## src/rtl/mem_access.sv

```systemverilog
// RV32I memory stage: loads/stores over a request/ready/rvalid bus, forwards ALU results to writeback.
// Optional MEM_ALIGN_CHECK_EN faults misaligned halfword/word accesses instead of issuing them.
module mem_access #(
    parameter int TIMEOUT = 255
) (
    input  logic        clk,
    input  logic        reset,
    input  logic        valid_i,
    input  logic        is_load,
    input  logic        is_store,
    input  logic [2:0]  func3,
    input  logic [31:0] addr,
    input  logic [31:0] alu_result,
    input  logic [31:0] store_data,
    input  logic [4:0]  dest_i,
    output logic        stall,
    output logic        mem_req,
    output logic        mem_we,
    output logic [31:0] mem_addr,
    output logic [31:0] mem_wdata,
    output logic [3:0]  mem_wstrb,
    input  logic        mem_ready,
    input  logic        mem_rvalid,
    input  logic [31:0] mem_rdata,
    output logic        wb_valid,
    output logic [4:0]  wb_dest,
    output logic [31:0] wb_data,
    output logic        fault,
    output logic [1:0]  fault_cause
);

    typedef enum logic [1:0] {
        IDLE   = 2'd0,
        REQ    = 2'd1,
        WAIT_R = 2'd2
    } state_t;

    localparam int CW = (TIMEOUT > 1) ? $clog2(TIMEOUT) : 1;
    localparam logic [CW-1:0] TMO_LAST = CW'((TIMEOUT > 0) ? TIMEOUT - 1 : 0);

    function automatic logic [3:0] store_strb(input logic [2:0] f3, input logic [1:0] lane);
        logic [3:0] s;
        case (f3[1:0])
            2'b00: begin
                case (lane)
                    2'b00:   s = 4'b0001;
                    2'b01:   s = 4'b0010;
                    2'b10:   s = 4'b0100;
                    default: s = 4'b1000;
                endcase
            end
            2'b01:   s = lane[1] ? 4'b1100 : 4'b0011;
            default: s = 4'b1111;
        endcase
        return s;
    endfunction

    function automatic logic [31:0] store_lanes(input logic [2:0] f3, input logic [31:0] sd);
        logic [31:0] w;
        case (f3[1:0])
            2'b00:   w = {4{sd[7:0]}};
            2'b01:   w = {2{sd[15:0]}};
            default: w = sd;
        endcase
        return w;
    endfunction

    function automatic logic [31:0] load_extract(input logic [2:0] f3, input logic [1:0] lane,
                                                 input logic [31:0] rd);
        logic [7:0]  b;
        logic [15:0] h;
        logic [31:0] r;
        case (lane)
            2'b00:   b = rd[7:0];
            2'b01:   b = rd[15:8];
            2'b10:   b = rd[23:16];
            default: b = rd[31:24];
        endcase
        h = lane[1] ? rd[31:16] : rd[15:0];
        case (f3)
            3'b000:  r = {{24{b[7]}}, b};
            3'b100:  r = {24'd0, b};
            3'b001:  r = {{16{h[15]}}, h};
            3'b101:  r = {16'd0, h};
            default: r = rd;
        endcase
        return r;
    endfunction

    state_t      state_q, state_d;
    logic        mem_req_q, mem_req_d;
    logic        mem_we_q, mem_we_d;
    logic [31:0] mem_addr_q, mem_addr_d;
    logic [31:0] mem_wdata_q, mem_wdata_d;
    logic [3:0]  mem_wstrb_q, mem_wstrb_d;
    logic        wb_valid_q, wb_valid_d;
    logic [4:0]  wb_dest_q, wb_dest_d;
    logic [31:0] wb_data_q, wb_data_d;
    logic        fault_q, fault_d;
    logic [1:0]  fault_cause_q, fault_cause_d;
    logic [CW-1:0] cnt_q, cnt_d;
    logic [2:0]  func3_q, func3_d;
    logic [1:0]  lane_q, lane_d;
    logic [4:0]  dest_q, dest_d;

    logic bad_f3_s;
    logic misal_s;
    logic done_s;
    logic tmo_s;

    assign bad_f3_s = is_load ? ((func3 == 3'b011) || (func3 == 3'b110) || (func3 == 3'b111))
                              : (func3[2] || (func3 == 3'b011));

`ifdef MEM_ALIGN_CHECK_EN
    assign misal_s = ((func3[1:0] == 2'b01) && addr[0]) ||
                     ((func3[1:0] == 2'b10) && (addr[1:0] != 2'b00));
`else
    assign misal_s = 1'b0;
`endif

    // A store completes on ready; a load needs its data, either with ready or later in WAIT_R.
    assign done_s = ((state_q == REQ) && mem_ready && (mem_we_q || mem_rvalid)) ||
                    ((state_q == WAIT_R) && mem_rvalid);
    assign tmo_s  = (TIMEOUT != 0) && (cnt_q == TMO_LAST);

    // Next-state and next-output logic.
    always_comb begin
        state_d       = state_q;
        mem_req_d     = mem_req_q;
        mem_we_d      = mem_we_q;
        mem_addr_d    = mem_addr_q;
        mem_wdata_d   = mem_wdata_q;
        mem_wstrb_d   = mem_wstrb_q;
        wb_valid_d    = 1'b0;
        wb_dest_d     = wb_dest_q;
        wb_data_d     = wb_data_q;
        fault_d       = 1'b0;
        fault_cause_d = 2'b00;
        cnt_d         = cnt_q;
        func3_d       = func3_q;
        lane_d        = lane_q;
        dest_d        = dest_q;
        case (state_q)
            IDLE: begin
                cnt_d = {CW{1'b0}};
                if (valid_i && !is_load && !is_store) begin
                    wb_valid_d = 1'b1;
                    wb_dest_d  = dest_i;
                    wb_data_d  = alu_result;
                end else if (valid_i && bad_f3_s) begin
                    wb_valid_d    = 1'b1;
                    wb_dest_d     = 5'd0;
                    wb_data_d     = 32'd0;
                    fault_d       = 1'b1;
                    fault_cause_d = 2'b10;
                end else if (valid_i && misal_s) begin
                    wb_valid_d    = 1'b1;
                    wb_dest_d     = 5'd0;
                    wb_data_d     = 32'd0;
                    fault_d       = 1'b1;
                    fault_cause_d = 2'b01;
                end else if (valid_i) begin
                    state_d     = REQ;
                    mem_req_d   = 1'b1;
                    mem_we_d    = is_store;
                    mem_addr_d  = {addr[31:2], 2'b00};
                    mem_wstrb_d = is_store ? store_strb(func3, addr[1:0]) : 4'b0000;
                    mem_wdata_d = is_store ? store_lanes(func3, store_data) : 32'd0;
                    func3_d     = func3;
                    lane_d      = addr[1:0];
                    dest_d      = is_store ? 5'd0 : dest_i;
                end else begin
                    state_d = IDLE;
                end
            end
            REQ, WAIT_R: begin
                cnt_d = cnt_q + CW'(1);
                if (done_s) begin
                    state_d    = IDLE;
                    mem_req_d  = 1'b0;
                    cnt_d      = {CW{1'b0}};
                    wb_valid_d = 1'b1;
                    wb_dest_d  = dest_q;
                    wb_data_d  = mem_we_q ? 32'd0 : load_extract(func3_q, lane_q, mem_rdata);
                end else if (tmo_s) begin
                    state_d       = IDLE;
                    mem_req_d     = 1'b0;
                    cnt_d         = {CW{1'b0}};
                    wb_valid_d    = 1'b1;
                    wb_dest_d     = 5'd0;
                    wb_data_d     = 32'd0;
                    fault_d       = 1'b1;
                    fault_cause_d = 2'b11;
                end else if ((state_q == REQ) && mem_ready) begin
                    state_d   = WAIT_R;
                    mem_req_d = 1'b0;
                end else begin
                    state_d = state_q;
                end
            end
            default: begin
                state_d   = IDLE;
                mem_req_d = 1'b0;
                cnt_d     = {CW{1'b0}};
            end
        endcase
    end

    // State and output registers; synchronous reset discards any access in flight.
    always_ff @(posedge clk) begin
        if (reset) begin
            state_q       <= IDLE;
            mem_req_q     <= 1'b0;
            mem_we_q      <= 1'b0;
            mem_addr_q    <= 32'd0;
            mem_wdata_q   <= 32'd0;
            mem_wstrb_q   <= 4'b0000;
            wb_valid_q    <= 1'b0;
            wb_dest_q     <= 5'd0;
            wb_data_q     <= 32'd0;
            fault_q       <= 1'b0;
            fault_cause_q <= 2'b00;
            cnt_q         <= {CW{1'b0}};
            func3_q       <= 3'b000;
            lane_q        <= 2'b00;
            dest_q        <= 5'd0;
        end else begin
            state_q       <= state_d;
            mem_req_q     <= mem_req_d;
            mem_we_q      <= mem_we_d;
            mem_addr_q    <= mem_addr_d;
            mem_wdata_q   <= mem_wdata_d;
            mem_wstrb_q   <= mem_wstrb_d;
            wb_valid_q    <= wb_valid_d;
            wb_dest_q     <= wb_dest_d;
            wb_data_q     <= wb_data_d;
            fault_q       <= fault_d;
            fault_cause_q <= fault_cause_d;
            cnt_q         <= cnt_d;
            func3_q       <= func3_d;
            lane_q        <= lane_d;
            dest_q        <= dest_d;
        end
    end

    assign stall       = (state_q != IDLE);
    assign mem_req     = mem_req_q;
    assign mem_we      = mem_we_q;
    assign mem_addr    = mem_addr_q;
    assign mem_wdata   = mem_wdata_q;
    assign mem_wstrb   = mem_wstrb_q;
    assign wb_valid    = wb_valid_q;
    assign wb_dest     = wb_dest_q;
    assign wb_data     = wb_data_q;
    assign fault       = fault_q;
    assign fault_cause = fault_cause_q;

endmodule

```

## config.mk

```make
export PLATFORM = sky130hd
export DESIGN_NAME = mem_access
export DESIGN_NICKNAME = d
export VERILOG_FILES = /design/src/rtl/mem_access.sv
export SDC_FILE = /design/constraint.sdc
export NUM_CORES = 1
export LEC_CHECK = 0
export CAP_MARGIN = 20
export CELL_PAD_IN_SITES_DETAIL_PLACEMENT = 1
export CELL_PAD_IN_SITES_GLOBAL_PLACEMENT = 1
export CORE_MARGIN = 2
export CORE_UTILIZATION = 33
export DETAILED_ROUTE_END_ITERATION = 8
export HOLD_SLACK_MARGIN = 0.03
export PLACE_DENSITY_LB_ADDON = 0.05
export SLEW_MARGIN = 20
export SYNTH_ARGS = -nofsm -noshare
export SYNTH_HDL_FRONTEND = slang
export SYNTH_SLANG_ARGS = --single-unit
```

## constraint.sdc

```tcl
create_clock -name clk -period 4.3 [get_ports clk]
set_clock_uncertainty 0.05 [all_clocks]
set_input_delay 0.86 -clock clk [delete_from_list [all_inputs] [get_ports clk]]
set_output_delay 0.86 -clock clk [all_outputs]
set_load 0.01 [all_outputs]
```

==> summary.md, run 1 <==
| Metric | Value |
|---|---|
| Chip height | `140 um` |
| Outcome | `finished, final reports clean` |
| Mapped Area | `6130 um2` |
| Routability Congestion | `0.851` |
| Die width | `140 um` |
| Yosys top cell area share | `0.418` |
| IO Port Bufs | `252` |
| Met3 Wirelength | `1920 um` |
| Remaining antenna violation count | `0` |
| Worst-skew pair later-pin latency | `0.41 ns` |
| CTS tree | `yes` |
| Syn avg cell area | `8.29 um2` |
| Rows | `49` |
| Gr ovfl total | `0` |
| DR pass1 iterations | `4` |
| Detailed-route vias per instance | `5.26` |
| Seq/Total Area, Yosys | `0.418` |
| Cell count of the worst hold path | `2` |
| Critical path type | `primary input to flip-flop` |
| Final Critical Period | `3.06 ns` |
| Residual DRC count | `0` |
| CTS buffer count | `17` |
| Synth Area in XOR/XNOR | `0.00858` |
| Clock H-tree levels | `4` |
| Mux cell area share after synthesis | `0.0615` |
| Die ar. | `19700 um2` |
| Initial antenna violation count | `0` |
| Total Routed Length | `22800 um` |
| Max-slew violations | `0` |
| Filler instances | `2099` |
| Relative slew slack | `0.248` |
| Post_cts resized | `0` |
| Synth Area in Adders | `0.0123` |
| CTS Sinks | `128` |
| Standby leakage power | `0.00321 uW` |
| Hold Path Class | `flip-flop to flip-flop` |
| Avg WL per Cell | `19.1 um` |
| Ant diodes | `0` |
| Worst setup EP type | `flip-flop` |
| MaxCap Viol Count | `0` |
| First DRT Iteration DRCs | `279` |
| Cells after Synth | `739` |
| Period utilization | `0.711` |
| Post-CTS Hold Buffers | `0` |
| Peak Freq | `327 MHz` |
| WL met1 | `9210 um` |
| Post-synth EDFFs | `0` |
| Worst-path clk slew | `0.05 ns` |
| First-pass GRT wire length | `35800 um` |
| Worst Path Max Fanout | `45` |
| Main area contributors after synthesis | `dfxtp_1, nand2_1, a21oi_1, nand3_1, nor2_1` |
| I/O pin total | `255` |
| Clock tree buffer depth | `2` |
| Share of layout cells above drive strength 1 | `0.0921` |
| VDD IR-drop max | `283 uV` |
| Highest Signal Layer | `met4` |
| Via count | `6287` |
| Area leader, netlist | `dfxtp_1` |
| Final setup fails | `0` |
| Storage element area | `2560 um2` |
| Area of the multi-input gates | `3270 um2` |
| Yosys reg bits | `128` |
| Layout net count | `1107` |
| Pwr Density | `504 nW/um2` |
| Final TNS setup | `0 ns` |
| WHS | `0.403 ns` |
| Routed wl met2 | `11300 um` |
| Place WS | `0.824 ns` |
| Post-CTS Repair Setup Buffers | `0` |
| Crit path DAT | `3.33 ns` |
| Slew of the pin with the lowest slew margin | `1.13 ns` |
| WP data required | `4.57 ns` |
| RSZ-0062 raised after global routing | `no` |
| Complex-gate fraction of the synthesized area | `0.194` |
| Synth warn | `0` |
| Reg2Reg Depth | `8` |
| Largest net degree at the start of global routing | `73` |
| Total Routing Usage GR | `0.230` |
| Final hold violations | `0` |
| Core ar. | `18100 um2` |
| DP HPWL | `16500 um` |
| Worst Slack Setup Final | `1.24 ns` |
| Synth Area in Simple Gates | `0.249` |
| Post-synthesis async set-or-reset flop share | `0` |
| Area growth syn-to-layout | `52.1%` |
| CTS root buffer | `clkbuf_16` |
| Ys flop type | `dfxtp_1` |
| Starting density of the core | `0.339` |
| Startpoint types | `primary input` |
| Largest family of logic cells by synthesized area | `simple AND/OR/NAND/NOR gates` |
| Synth cell types | `54` |
| Vias in the first global route | `6596` |
metal layers:
layer | GRT usage | vias up
li1 | - | 3024
met1 | 0.267 | 3020
met2 | 0.405 | 216
met3 | 0.0756 | 27
met4 | 0.0675 | 0
met5 | 0 | -
cell usage after synthesis, types with 2 or more instances:
master    count
o21ai_0      17
nor2_1       53
nor2b_1       9
a31o_2        2
a21oi_1      83
xor2_1        5
buf_6         3
o22ai_1       2
mux2_2       16
inv_1         7
clkbuf_1     41
o31ai_1       2
a221oi_2     10
nand2_1     131
or3_1         4
mux2i_1      16
a311oi_1      9
nor3_2        7
nand2b_1     27
a211oi_1      8
nor3b_1       7
buf_1         2
nand3b_1      2
and2_1        6
a221oi_1     18
ha_1          6
nor3_1       25
nand3_1      42
buf_4         5
dfxtp_1     128
o211ai_1      3
o311ai_0      8
buf_2        13
and4_4        2
power breakdown:
group / total (uW) / leakage (uW) / internal (uW) / switching, uW
Combinational: 1790 / 0.00189 / 804 / 987
Sequential: 1500 / 0.00104 / 1380 / 121
Clock: 1410 / 0.000275 / 896 / 515
cell usage in the layout, fill, tap and decap left out, types with 8 or more instances in the layout:
cell,synthesis,final
a211oi_1,8,8
a21oi_1,83,83
a221oi_1,18,18
a221oi_2,10,10
a311oi_1,9,9
buf_4,5,13
clkbuf_16,0,17
clkdlybuf4s50_1,0,250
dfxtp_1,128,128
mux2_2,16,16
mux2i_1,16,16
nand2_1,131,131
nand2b_1,27,27
nand3_1,42,42
nor2_1,53,52
nor2b_1,9,9
nor3_1,25,25
o21ai_0,17,17
o311ai_0,8,8
sequential cells by signal (all words and copies together) (netlist names):
name and flops:
mem_wdata 32, mem_we 1, mem_wstrb 4, wb_dest 5, fault_cause 1, cnt_q 8
state_q 2, dest_q 5, func3_q 3, wb_valid 1, wb_data 32, mem_req 1
fault 1, lane_q 2, mem_addr 30
final timing paths:
check	slack, ns	start	endpoint
min	0.40	mem_addr[18]$_SDFFE_PP0P_	mem_addr[18]$_SDFFE_PP0P_
max reg2reg	1.48	state_q[0]$_SDFFE_PP0P_	wb_data[16]$_SDFFE_PP0P_
max	1.24	func3[2]	wb_data[16]$_SDFFE_PP0P_
min reg2reg	0.40	mem_addr[18]$_SDFFE_PP0P_	mem_addr[18]$_SDFFE_PP0P_
worst max-delay path, stage by stage:
cell             delay [ns]
clkdlybuf4s50_1        0.52
o21ai_0                0.11
buf_4                  0.17
a21oi_1                0.32
o32a_2                 0.83
buf_4                  0.27
nor2_1                 0.06
nor3_1                 0.16
cell families after synthesis:
group / count (synthesis)
AOI/OAI and AO/OA: 171
buffers and inverters: 72
and+or+nand+nor: 321
other: 1
muxes: 34
DFF: 128
xor gates and xnor gates: 6
adders and majority gates: 6
cell type report:
type / instances / share of cell area
multi-input combinational: 540 / 0.351
timing repair buffer: 264 / 0.280
sequential: 128 / 0.275
clock buffer: 21 / 0.0516
tap: 229 / 0.0307
clock inverter: 6 / 0.00913
inverter: 7 / 0.00282
through the flow:
step,total power (uW),instance area (um2),utilization,instances
floorplan,2560,6130,-,740
global route,4970,9320,0.515,1195
global placement,3240,8750,0.484,1168
finish,4700,9320,0.515,1195
detailed placement,3320,8750,0.484,1168
CTS,4750,9320,0.515,1195
No activity file was read; power rests on OpenSTA's default activity.
==> run 2, diff against run 1 <==
--- a/config.mk
+++ b/config.mk
@@ -9,7 +9,7 @@
 export CELL_PAD_IN_SITES_DETAIL_PLACEMENT = 1
 export CELL_PAD_IN_SITES_GLOBAL_PLACEMENT = 1
 export CORE_MARGIN = 2
-export CORE_UTILIZATION = 33
+export CORE_UTILIZATION = 31
 export DETAILED_ROUTE_END_ITERATION = 8
 export HOLD_SLACK_MARGIN = 0.03
 export PLACE_DENSITY_LB_ADDON = 0.05
==> constraint.sdc (replaced) <==
create_clock -name clk -period 2.9 [get_ports clk]
set_clock_uncertainty 0.05 [all_clocks]
set_input_delay 0.58 -clock clk [delete_from_list [all_inputs] [get_ports clk]]
set_output_delay 0.58 -clock clk [all_outputs]
set_load 0.01 [all_outputs]
==> summary.md, run 2 (same netlist as run 1, synthesis figures left out) <==
| Metric | Value |
|---|---|
| Clock power share | `0.295 (-0.005)` |
| Rows | `51 (+4.1%)` |
| Area growth syn-to-layout | `54.3%` |
| MaxCap Viol Count | `0 (unchanged)` |
| Outcome | `finished, final reports clean` |
| Critical-path cell list | `inv_1 > ha_1 > inv_1 > o32ai_4 > a221oi_1 > nor3_1` |
| Largest net degree at the start of global routing | `99 (+36%)` |
| Sequential share of power | `0.317 (-0.002)` |
| Die ar. | `20900 um2 (+6.3%)` |
| Clock H-tree levels | `4 (unchanged)` |
| Relative slew slack | `0.238 (-0.00989)` |
| Crit path from | `state_q[0]$_SDFFE_PP0P_` |
| Avg WL per Cell | `18.4 um (-3.6%)` |
| Core ar. | `19400 um2 (+7.3%)` |
| Total Routing Usage GR | `0.216 (-0.0141)` |
| Commonest non-fill, non-tap cell in the layout | `clkdlybuf4s50_1` |
| Worst Path Max Fanout | `21 (-53%)` |
| Post-CTS Repair Setup Buffers | `0 (unchanged)` |
| Share of layout cells above drive strength 1 | `0.101 (+0.00930)` |
| P_int | `4460 uW (+45%)` |
| Total Routed Length | `22900 um (+0.14%)` |
| Startpoint types | `flip-flop` |
| Chip height | `145 um (+3.1%)` |
| Reg2Reg Launch Point | `state_q[0]$_SDFFE_PP0P_` |
| Standby leakage power | `0.00324 uW (+0.91%)` |
| Final hold violations | `0 (unchanged)` |
| VDD IR-drop max | `430 uV (+52%)` |
| Remaining antenna violation count | `0 (unchanged)` |
| Cell mode on critical path | `inv_1` |
| IO Port Bufs | `252 (unchanged)` |
| RSZ-0062 raised after global routing | `no` |
| Place WS | `0.0402 ns (-0.784 ns)` |
| Worst-path clk slew | `0.06 ns (about the same)` |
| Post-CTS Hold Buffers | `0 (unchanged)` |
| First-pass GRT wire length | `34800 um (-2.7%)` |
| DP HPWL | `16500 um (+0.40%)` |
| Residual DRC count | `0 (unchanged)` |
| I/O pin total | `255 (unchanged)` |
| Worst setup EP type | `flip-flop` |
| Pwr Density | `738 nW/um2 (+46%)` |
| DR pass1 iterations | `6 (+2)` |
| NetSw | `2510 uW (+55%)` |
| First DRT Iteration DRCs | `246 (-12%)` |
| Vias in the first global route | `6475 (-1.8%)` |
| CP top delay family | `compound AO/OA/AOI/OAI gates` |
| Max-slew violations | `0 (unchanged)` |
| CTS buffer count | `17 (unchanged)` |
| Crit path DAT | `2.86 ns (-0.47 ns)` |
| Final Critical Period | `2.57 ns` |
| Critical path's largest stage delay | `0.99 ns (+0.16 ns)` |
| Die width | `145 um (+3.1%)` |
| Slew of the pin with the lowest slew margin | `1.14 ns (+0.0148 ns)` |
| WP data required | `3.19 ns (-1.38 ns)` |
| CTS tree | `yes` |
| Peak Freq | `389 MHz` |
| CTS root buffer | `clkbuf_16` |
| CTS Sinks | `128 (unchanged)` |
| Worst Slack Setup Final | `0.331 ns (-0.910 ns)` |
| Power share of the combinational group | `0.388 (+0.007)` |
| Detailed-route vias per instance | `5.05 (-4.1%)` |
| Hold path startpoint | `mem_wdata[13]$_SDFFE_PP0P_` |
| Commonest cells after routing, fill and taps aside | `clkdlybuf4s50_1, nand2_1, dfxtp_1` |
| CP max-delay cell | `o32ai_4` |
| Starting density of the core | `0.316 (-0.0229)` |
| Initial antenna violation count | `0 (unchanged)` |
| Gr ovfl total | `0 (unchanged)` |
| Final setup fails | `0 (unchanged)` |
| Post_cts resized | `0 (unchanged)` |
| Via count | `6269 (-0.29%)` |
| Hold Path Class | `flip-flop to flip-flop` |
| Worst-skew pair later-pin latency | `0.42 ns (about the same)` |
| Period utilization | `0.886` |
| Clock tree buffer depth | `2 (unchanged)` |
| Sw Share | `0.360 (+0.0149)` |
| Critical path type | `flip-flop to flip-flop` |
| Final TNS setup | `0 ns (unchanged)` |
| Routability Congestion | `0.872 (+2.4%)` |
| Layout net count | `1112 (+0.45%)` |
| CP Buf/Inv Count | `2 (-1)` |
[run 2: cell count changes in the layout (fill, tap and decap cells not counted), sizes merged]
cell | before | now
clkbuf | 21 | 17
clkinv | 2 | 7
inv | 7 | 10
buf | 14 | 19
clkinvlp | 2 | 4
bufinv | 2 | 1
diode | 0 | 1
[run 2: power by group through the flow]
stage / Clock (uW) / Sequential, uW / Combinational (uW)
CTS: 2110 / 2220 / 2750
global route: 2210 / 2250 / 2960
floorplan: 0 / 2320 / 1470
finish: 2060 / 2210 / 2710
global placement: 0 / 2240 / 2640
detailed placement: 0 / 2250 / 2730
[run 2: layer usage]
layer / global-route usage / routed length (um) / vias to the layer above
met1: 0.260 / 9710 / 2994
met2: 0.363 / 11000 / 198
li1: - / - / 3044
met3: 0.0732 / 1640 / 33
met5: 0 / 0 / -
met4: 0.0700 / 490 / 0
[run 2: final timing paths]
check	cells after the start	slack, ns	end
max	6	0.33	wb_data[19]$_SDFFE_PP0P_
min	2	0.40	mem_wdata[13]$_SDFFE_PP0P_
max reg2reg	6	0.33	wb_data[19]$_SDFFE_PP0P_
min reg2reg	2	0.40	mem_wdata[13]$_SDFFE_PP0P_
[run 2: per-stage QoR]
step                      instance area [um2]  hold slack, ns   util  total power, uW  cells
after floorplan                          6130           0.395      -             3790    740
after global placement                   8890           0.389  0.458             4880   1209
after detailed placement                 8890           0.399  0.458             4980   1209
after CTS                                9450           0.406  0.487             7070   1241
after global routing                     9450           0.421  0.487             7420   1241
final                                    9450           0.401  0.487             6980   1242
[run 2: area by class of cell]
| type | count | area, um2 |
|---|---|---|
| Timing Repair Buffer | 269 | 2690 |
| Clock inverter | 15 | 136 |
| Tap cell | 265 | 332 |
| Inverter | 7 | 26.3 |
| Sequential cell | 128 | 2560 |
| Clock buffer | 17 | 425 |
| Antenna cell | 1 | 2.50 |
| Fill cell | 2303 | 9950 |
| Multi-Input combinational cell | 540 | 3270 |
[run 2: worst reg2reg max path: stages (launching register included)]
cell	delay, ns
dfxtp_1	0.39
inv_1	0.10
ha_1	0.44
inv_1	0.16
o32ai_4	0.99
a221oi_1	0.12
nor3_1	0.23
